File: config.mk
export PLATFORM = sky130hd
export DESIGN_NAME = mem_arbiter_flat
export DESIGN_NICKNAME = d
export VERILOG_FILES = /design/src/rtl/mem_arbiter_if.sv /design/src/rtl/mem_arbiter.sv /design/src/flat_wrapper.sv
export SDC_FILE = /design/constraint.sdc
export NUM_CORES = 1
export LEC_CHECK = 0
export CAP_MARGIN = 15
export CORE_MARGIN = 1
export CORE_UTILIZATION = 27
export DETAILED_ROUTE_END_ITERATION = 8
export PLACE_DENSITY = 0.82
export SLEW_MARGIN = 20
export SYNTH_ARGS = -nofsm -noshare
export SYNTH_HDL_FRONTEND = slang
export SYNTH_SLANG_ARGS = --single-unit
export TNS_END_PERCENT = 5
File: constraint.sdc
create_clock -name clk -period 2.2 [get_ports clk]
set_clock_uncertainty 0.2 [all_clocks]
set_input_delay 0.22 -clock clk [delete_from_list [all_inputs] [get_ports clk]]
set_output_delay 0.22 -clock clk [all_outputs]
set_load 0.01 [all_outputs]
File: src/rtl/mem_arbiter_if.sv
// mem_arbiter_if: bundles the I-cache, D-cache and memory-side signals of the
// shared-memory arbiter.
//   slave  : arbiter view (takes cache requests and memory returns; drives
//            grants, return strobes and the memory command bus)
//   master : environment view (caches and memory model)
interface mem_arbiter_if;
  logic        i_req;
  logic [15:0] i_addr;
  logic        i_grant;
  logic [15:0] i_data;
  logic        i_valid;

  logic        d_req;
  logic        d_wr;
  logic [15:0] d_addr;
  logic [15:0] d_wdata;
  logic        d_grant;
  logic [15:0] d_data;
  logic        d_valid;

  logic [15:0] mem_addr;
  logic [15:0] mem_wdata;
  logic        mem_enable;
  logic        mem_wr;
  logic [15:0] mem_rdata;
  logic        mem_data_valid;

  modport slave (
    input  i_req, i_addr, d_req, d_wr, d_addr, d_wdata, mem_rdata, mem_data_valid,
    output i_grant, i_data, i_valid, d_grant, d_data, d_valid,
           mem_addr, mem_wdata, mem_enable, mem_wr
  );

  modport master (
    output i_req, i_addr, d_req, d_wr, d_addr, d_wdata, mem_rdata, mem_data_valid,
    input  i_grant, i_data, i_valid, d_grant, d_data, d_valid,
           mem_addr, mem_wdata, mem_enable, mem_wr
  );
endinterface

File: src/rtl/mem_arbiter.sv
// mem_arbiter: two-port ownership arbiter between the I-cache and D-cache
// controllers and a single-port, fixed-latency main memory.
//   clk  : system clock, rising edge
//   rst  : synchronous active-high reset
//   bus  : mem_arbiter_if.slave -- cache request/grant/return signals and the
//          memory command/return bus
// An owner keeps the memory for as long as it holds its request; each granted
// high cycle issues one access. After release, the arbiter waits in DRAIN
// until every outstanding read has returned, so returns are always routed to
// the port that issued them.
module mem_arbiter #(
  parameter int MEM_LATENCY = 4
) (
  input  logic          clk,
  input  logic          rst,
  mem_arbiter_if.slave  bus
);
  localparam int CW = $clog2(MEM_LATENCY + 1);
  localparam logic SEL_I = 1'b0;
  localparam logic SEL_D = 1'b1;

  typedef enum logic [1:0] {IDLE, OWN_I, OWN_D, DRAIN} state_t;

  state_t        state_q, state_d;
  logic          owner_q, owner_d;
  logic          last_owner_q, last_owner_d;
  logic [CW-1:0] cnt_q, cnt_d;
  logic          rd_issue;
  logic          ret;

  // A return only counts while reads are outstanding; anything else (stray
  // pulses, data in flight across a reset) is dropped.
  assign ret         = bus.mem_data_valid && (cnt_q != '0);
  assign bus.i_valid = ret && (owner_q == SEL_I);
  assign bus.d_valid = ret && (owner_q == SEL_D);
  assign bus.i_data  = bus.mem_rdata;
  assign bus.d_data  = bus.mem_rdata;

  always_comb begin
    state_d        = state_q;
    owner_d        = owner_q;
    last_owner_d   = last_owner_q;
    bus.i_grant    = 1'b0;
    bus.d_grant    = 1'b0;
    bus.mem_enable = 1'b0;
    bus.mem_wr     = 1'b0;
    bus.mem_addr   = '0;
    bus.mem_wdata  = '0;
    rd_issue       = 1'b0;
    case (state_q)
      IDLE: begin
        // On contention the port that did not own last wins.
        if (bus.i_req && bus.d_req) begin
          if (last_owner_q == SEL_D) begin
            state_d = OWN_I;
            owner_d = SEL_I;
          end else begin
            state_d = OWN_D;
            owner_d = SEL_D;
          end
        end else if (bus.i_req) begin
          state_d = OWN_I;
          owner_d = SEL_I;
        end else if (bus.d_req) begin
          state_d = OWN_D;
          owner_d = SEL_D;
        end
      end
      OWN_I: begin
        bus.i_grant = 1'b1;
        if (bus.i_req) begin
          bus.mem_enable = 1'b1;
          bus.mem_addr   = bus.i_addr;
          rd_issue       = 1'b1;
        end else begin
          state_d      = DRAIN;
          last_owner_d = SEL_I;
        end
      end
      OWN_D: begin
        bus.d_grant = 1'b1;
        if (bus.d_req) begin
          bus.mem_enable = 1'b1;
          bus.mem_addr   = bus.d_addr;
          bus.mem_wr     = bus.d_wr;
          bus.mem_wdata  = bus.d_wdata;
          rd_issue       = !bus.d_wr;
        end else begin
          state_d      = DRAIN;
          last_owner_d = SEL_D;
        end
      end
      DRAIN: begin
        // Leave as soon as the final outstanding read is being returned.
        if (cnt_q == '0 || (cnt_q == CW'(1) && ret)) state_d = IDLE;
      end
      default: state_d = IDLE;
    endcase
  end

  always_comb begin
    cnt_d = cnt_q;
    case ({rd_issue, ret})
      2'b10:   if (cnt_q != CW'(MEM_LATENCY)) cnt_d = cnt_q + CW'(1);
      2'b01:   cnt_d = cnt_q - CW'(1);
      default: cnt_d = cnt_q;
    endcase
  end

  always_ff @(posedge clk) begin
    if (rst) begin
      state_q      <= IDLE;
      owner_q      <= SEL_I;
      last_owner_q <= SEL_I;
      cnt_q        <= '0;
    end else begin
      state_q      <= state_d;
      owner_q      <= owner_d;
      last_owner_q <= last_owner_d;
      cnt_q        <= cnt_d;
    end
  end
endmodule

File: src/flat_wrapper.sv
// flat-port wrapper written by rule: the top's interface ports become plain ports
module mem_arbiter_flat 
#(
  parameter int MEM_LATENCY = 4
)
  (clk, rst, bus_i_req, bus_i_addr, bus_d_req, bus_d_wr, bus_d_addr, bus_d_wdata, bus_mem_rdata, bus_mem_data_valid, bus_i_grant, bus_i_data, bus_i_valid, bus_d_grant, bus_d_data, bus_d_valid, bus_mem_addr, bus_mem_wdata, bus_mem_enable, bus_mem_wr);
  mem_arbiter_if bus_i ();
  input  logic clk;
  input  logic rst;
  input wire logic [$bits(bus_i.i_req)-1:0] bus_i_req;
  input wire logic [$bits(bus_i.i_addr)-1:0] bus_i_addr;
  input wire logic [$bits(bus_i.d_req)-1:0] bus_d_req;
  input wire logic [$bits(bus_i.d_wr)-1:0] bus_d_wr;
  input wire logic [$bits(bus_i.d_addr)-1:0] bus_d_addr;
  input wire logic [$bits(bus_i.d_wdata)-1:0] bus_d_wdata;
  input wire logic [$bits(bus_i.mem_rdata)-1:0] bus_mem_rdata;
  input wire logic [$bits(bus_i.mem_data_valid)-1:0] bus_mem_data_valid;
  output wire logic [$bits(bus_i.i_grant)-1:0] bus_i_grant;
  output wire logic [$bits(bus_i.i_data)-1:0] bus_i_data;
  output wire logic [$bits(bus_i.i_valid)-1:0] bus_i_valid;
  output wire logic [$bits(bus_i.d_grant)-1:0] bus_d_grant;
  output wire logic [$bits(bus_i.d_data)-1:0] bus_d_data;
  output wire logic [$bits(bus_i.d_valid)-1:0] bus_d_valid;
  output wire logic [$bits(bus_i.mem_addr)-1:0] bus_mem_addr;
  output wire logic [$bits(bus_i.mem_wdata)-1:0] bus_mem_wdata;
  output wire logic [$bits(bus_i.mem_enable)-1:0] bus_mem_enable;
  output wire logic [$bits(bus_i.mem_wr)-1:0] bus_mem_wr;
  assign bus_i.i_req = bus_i_req;
  assign bus_i.i_addr = bus_i_addr;
  assign bus_i.d_req = bus_d_req;
  assign bus_i.d_wr = bus_d_wr;
  assign bus_i.d_addr = bus_d_addr;
  assign bus_i.d_wdata = bus_d_wdata;
  assign bus_i.mem_rdata = bus_mem_rdata;
  assign bus_i.mem_data_valid = bus_mem_data_valid;
  assign bus_i_grant = bus_i.i_grant;
  assign bus_i_data = bus_i.i_data;
  assign bus_i_valid = bus_i.i_valid;
  assign bus_d_grant = bus_i.d_grant;
  assign bus_d_data = bus_i.d_data;
  assign bus_d_valid = bus_i.d_valid;
  assign bus_mem_addr = bus_i.mem_addr;
  assign bus_mem_wdata = bus_i.mem_wdata;
  assign bus_mem_enable = bus_i.mem_enable;
  assign bus_mem_wr = bus_i.mem_wr;
  mem_arbiter #(.MEM_LATENCY(MEM_LATENCY)) u_core (.clk(clk), .rst(rst), .bus(bus_i));
endmodule
# Word level (Yosys, flattened, before mapping)
# Cells that the tools add are included.
dict set report totals {
  word_cells 67
  out_inout_bits 70
  mem_bits_ro 0
  mem_count 0
  reg_bits 7
  mem_bits_rw 0
  latchBits 0
}
dict set report classes {
  addsub 2
  shift 0
  n_bitwise 1
  magnitude_cmp 0
  div 0
  n_eq_ne 12
  mux 31
  mul 0
  reduce_logical 17
}
# op count
set op_table {}
lappend op_table {{two-way mux 16 bit} 4}
lappend op_table {{case mux 16 bit (2 select lines)} 1}
lappend op_table {{two-way mux 2 bit} 7}
lappend op_table {{two-way mux 1 bit} 13}
lappend op_table {{case mux 2 bit (4 select lines)} 1}
lappend op_table {{== test 2 bit, second input constant} 3}
lappend op_table {{case mux 1 bit (2 select lines)} 3}
lappend op_table {{case mux 3 bit (2 select lines)} 1}
lappend op_table {{nonzero test 3 bit} 2}
lappend op_table {{logical AND 1 bit} 5}
lappend op_table {{== test 2 x 1 -> 1 bit, second input constant} 2}
lappend op_table {{!= test 2 x 1 -> 1 bit, second input constant} 2}
lappend op_table {{!= test 2 bit, second input constant} 2}
lappend op_table {{!= test 4 x 3 -> 1 bit, second input constant} 1}
lappend op_table {{AND reduction 2 bit} 2}
lappend op_table {{AND reduction 4 bit} 1}
lappend op_table {{nonzero test 2 bit} 2}
lappend op_table {{adder 3 x 1 -> 3 bit, second input constant} 1}
lappend op_table {{== test 3 x 1 -> 1 bit, second input constant} 1}
lappend op_table {{zero test 3 bit} 1}
lappend op_table {{two-way mux 3 bit} 1}
lappend op_table {{!= test 3 bit, second input constant} 1}
lappend op_table {{AND reduction 3 bit} 1}
lappend op_table {{subtractor 3 x 1 -> 3 bit, second input constant} 1}
lappend op_table {{4 further kinds} 4}

# Longest topological paths before layout
dict set report depth {
  word_depth 6
  depth_mapped 8
  ltp_nobuf 6
}

# Worst setup path before layout
# Ideal clock, no wire load.
dict set report synth_timing {
  path_type {reg-to-output}
  start {register u_core.state_q[1]}
  end {output bus_mem_addr[0]}
  path_stages_with_launch 8
  path_buffers 2
  t_arrival_ns 1.557
  t_required_ns 1.780
  setup_slack_ns 0.223
  path_cell_list {dfxtp_1 inv_1 ha_1 and2_1 buf_2 buf_1 a22oi_1 nor2b_1}
}
dict set report synth_via {
  elab_chain_len 2
  elab_cells_between_ends 3
  classes_between {2 x eq/ne; 1 x mux}
}
# item line_no
set synth_lines {}
lappend synth_lines {{start, declared} mem_arbiter.sv:24} ;# state_t state_q, state_d;
lappend synth_lines {{start signal, assigned} mem_arbiter.sv:117} ;# state_q <= state_d;
lappend synth_lines {{== test 2 bit or == test 2 x 1 -> 1 bit (tied branches)} mem_arbiter.sv:50} ;# case (state_q)
lappend synth_lines {{case mux 16 bit (2 select lines) *} mem_arbiter.sv:50}
lappend synth_lines {{end, declared} flat_wrapper.sv:24} ;# output wire logic [$bits(bus_i.mem_addr)-1:0] bus_mem_addr;
# Every way passes the cells marked *; elsewhere a longest branch is shown, timed or not.

# Final worst setup path
dict set report layout_timing {
  start {input bus_d_req}
  end {output bus_mem_wdata[8]}
}
dict set report layout_via {
  elab_chain_len 2
}
# item line_no
set layout_lines {}
lappend layout_lines {{start, declared} flat_wrapper.sv:12} ;# input wire logic [$bits(bus_i.d_req)-1:0] bus_d_req;
lappend layout_lines {{two-way mux 16 bit} mem_arbiter.sv:82} ;# if (bus.d_req) begin
lappend layout_lines {{two-way mux 16 bit} mem_arbiter.sv:50}
lappend layout_lines {{end, declared} flat_wrapper.sv:25} ;# output wire logic [$bits(bus_i.mem_wdata)-1:0] bus_mem_wdata;
# No other way between the ends.

==> results list <==
- Reg power frac: 14.3%
- The biggest area contributor in the post-synthesis netlist is buf_4.
- The tree is rooted in a clkbuf_8.
- The die is 68.0 um tall.
- After detailed placement, the design holds a cell count of 271.
- The core region is 4090 um2.
- The Yosys step of the flow raised 0 warnings.
* Area of the die: 4630 um2
- Entering global routing, the biggest net connects 20 pins.
* Data arrival time of the worst path: 1.73 ns
* Total routing resource utilization after global routing: 16.6%
- Tightest slew margin relative to the limit: 76.1%
- In this run the number of H-tree levels came out at 1.
* Pint: 0.000949 W
- Setup repair after global routing could not meet its margin everywhere.
- Proportion of power drawn by combinational gates: 74.0%
* Netlist area before placement: 1180 um2
- Initial antenna violation count: 0
- GRT Residual Overflow: 0
* Boundary pin count: 140
* Largest fanout on the critical path: 19
- Commonest non-fill, non-tap cells in the layout: 70 x clkdlybuf4s50_1, 19 x nor2b_1, 18 x and3_1, 17 x dlygate4sd2_1, 16 x a22oi_1
* Crit path kind: in -> out
- Buffers from clock root to sink, at most: 2
- Summed over its instances, the top area cell type makes up 20.4% of the synthesized netlist area.
- After detailed routing, the number of remaining DRC violations is 0.
- For this run, the detailed router's first-pass iteration total came to 4.
- Number of instances in the synthesized netlist: 159
- Net switching component of the power: 0.000607 W
* Clock latency at the later pin of the worst-skew pair: 0.23 ns
* Number of global-route vias before repair: 1325
* Number of setup buffers added after CTS: 0
- In the final layout, the share of cells above drive strength 1 is 11.1%.
- The first global-routing pass estimated 5770 um of wire.
- Total Power Consumption: 0.00156 W
- Setup violations remaining at the end of the flow were counted as 0.
- Post-layout worst setup margin: 0.0521 ns
- Leak pwr: 0.980 nW
- TritonCTS built the clock tree.
* Crit path required time: 1.78 ns
- The worst hold path belongs to the class in -> out.
- Critical Path Start Type: input port
* Final cell area excluding filler cells: 2050 um2
- In this run, CTS created clock tree buffers numbering 3.
* Global placer's final weighted congestion: 0.797
- Cell types occupying the most area after synthesis: buf_4 20%, dfxtp_1 12%, a22oi_1 10%
- The library cell used most frequently in the layout, excluding fill and tap cells, is clkdlybuf4s50_1.
- Switching fraction of total power: 39.0%
- Antenna cells: 0
- The finished layout holds 276 standard cells, fillers aside.
- For the pin with the worst max-slew slack, the measured transition is 0.356 ns.
* DR vias: 1347
* Synth Register Bits: 7
- The routed design has 3950 um of wire.
- Routed vias/inst: 4.88
* Die extent in x: 68.0 um
- Effective utilization at floorplan: 28.8%
- Status: finished clean
- Synthesis produced a netlist with a net count of 237.
- For this run, the post-layout net count is 305.
- Final HPWL DP: 3160 um
* Worst setup timing slack at the placement stage: -0.0952 ns
- Of the synthesized area, sequential elements account for 11.9%.
- Yosys mapped the design onto 36 distinct sky130hd cell types.
* Worst Setup End Kind: output pin
- Post-Syn Area per Cell: 7.40 um2
- The routed design could run at a clock period as short as 2.15 ns.
- Across the run, the number of max-cap violations was 0.
- Hold Vio Cnt, Final: 0
- Routed len/inst: 14.3 um
- Number of placement rows: 23
* Upper clock frequency limit: 0.466 GHz
- CTS Sinks: 7
* Area growth from synthesis to final layout: 74.5%
- 1st-iter DRT viols: 59
- Total placed instance area: 1990 um2
* IR drop worst, VDD: 0.000332 V
* Count of port buffers added during placement: 91
- Once layout is complete, the utilization of the core stands at 50.3%.
- Ratio of total power to cell area: 758 nW/um2
* Crit share post-route: 97.6%
- Max Transition Viols Final: 0
* Share of total power in the clock network: 11.7%
- The count of nets left with antenna violations once routing finished came out at 0.
layer usage:
layer / global-route usage (%) / share of wire [%]
met5: 0 / 0
met4: 5.99 / 2.5
met3: 7.00 / 14
met2: 31.1 / 48
met1: 16.0 / 36
flip-flops by register name (all words and copies together), names as in the netlist:
name / flops
u_core.state_q: 2
u_core.last_owner_q: 1
u_core.cnt_q: 3
u_core.owner_q: 1
logic make-up after synthesis:
family          Yosys count  share of synthesized area, %
simple gates             61                          30.7
fa+ha+maj                 8                          8.50
compound gates           32                          20.0
buf+inv                  48                          26.2
flops                     7                          11.9
mux                       3                          2.66
path summary, 6_finish.rpt:
path | start | endpoint | slack, ns | cells past startpoint
hold / removal | bus_mem_rdata[12] | bus_d_data[12] | 0.24 | 0
setup reg to reg | u_core.state_q[1] | u_core.state_q[0] | 0.08 | 8
setup / recovery | bus_d_req | bus_mem_wdata[8] | 0.05 | 5
hold reg to reg | u_core.cnt_q[0] | u_core.cnt_q[0] | 0.30 | 2
worst max-delay path, cell delays in order:
cell	delay (ns)
clkdlybuf4s50_1	0.51
buf_4	0.16
buf_12	0.14
and3_1	0.15
clkdlybuf4s50_1	0.54
timing repair:
action / in CTS / in global routing
cloned: 1 / 0
gates resized for setup: 23 / 7
pin swaps: 1 / 3
hold buffers: 0 / 0
setup endpoints to repair: 35 / 22
stage by stage:
stage                     hold slack, ns  TNS, ns
after CTS                          0.240   -0.102
after floorplan                    0.248        0
final                              0.240        0
after detailed placement           0.240   -0.174
after global routing               0.240  -0.0411
after global placement             0.240  -0.0590
Yosys cell counts, drive strengths merged:
cell     instances
buf             36
nor2b           19
and2             3
nand3            3
o21a             2
nand4            1
and3b            1
a311oi           1
inv              5
or4              2
a21o             1
a22oi           16
o22ai            1
nand4b           1
o31ai            2
a32oi            1
o21ai            1
ha               8
a2bb2oi          1
nor3             1
nor2             6
nand2            4
clkbuf           7
and3            18
nand2b           2
a211o            1
a21oi            3
dfxtp            7
a221oi           1
mux2             1
mux2i            2
o211ai           1
layout make-up:
cell class	count	area, um2
Tap cell	50	62.6
Fill cell	391	2030
Timing Repair Buffer	105	1030
Clock buffer	4	45.0
Inverter	5	18.8
Sequential cell	7	143
Multi-Input combinational cell	105	752
power groups by stage:
stage | Sequential (W) | Combinational (W) | Clock (W)
6_report | 0.000223 | 0.00115 | 0.000182
5_1_grt | 0.000232 | 0.00127 | 0.000200
2_1_floorplan | 0.000210 | 0.000689 | 0
4_1_cts | 0.000222 | 0.00116 | 0.000189
3_5_place_dp | 0.000220 | 0.00115 | 0
3_3_place_gp | 0.000218 | 0.00114 | 0
(Power assumes the default switching activity.)
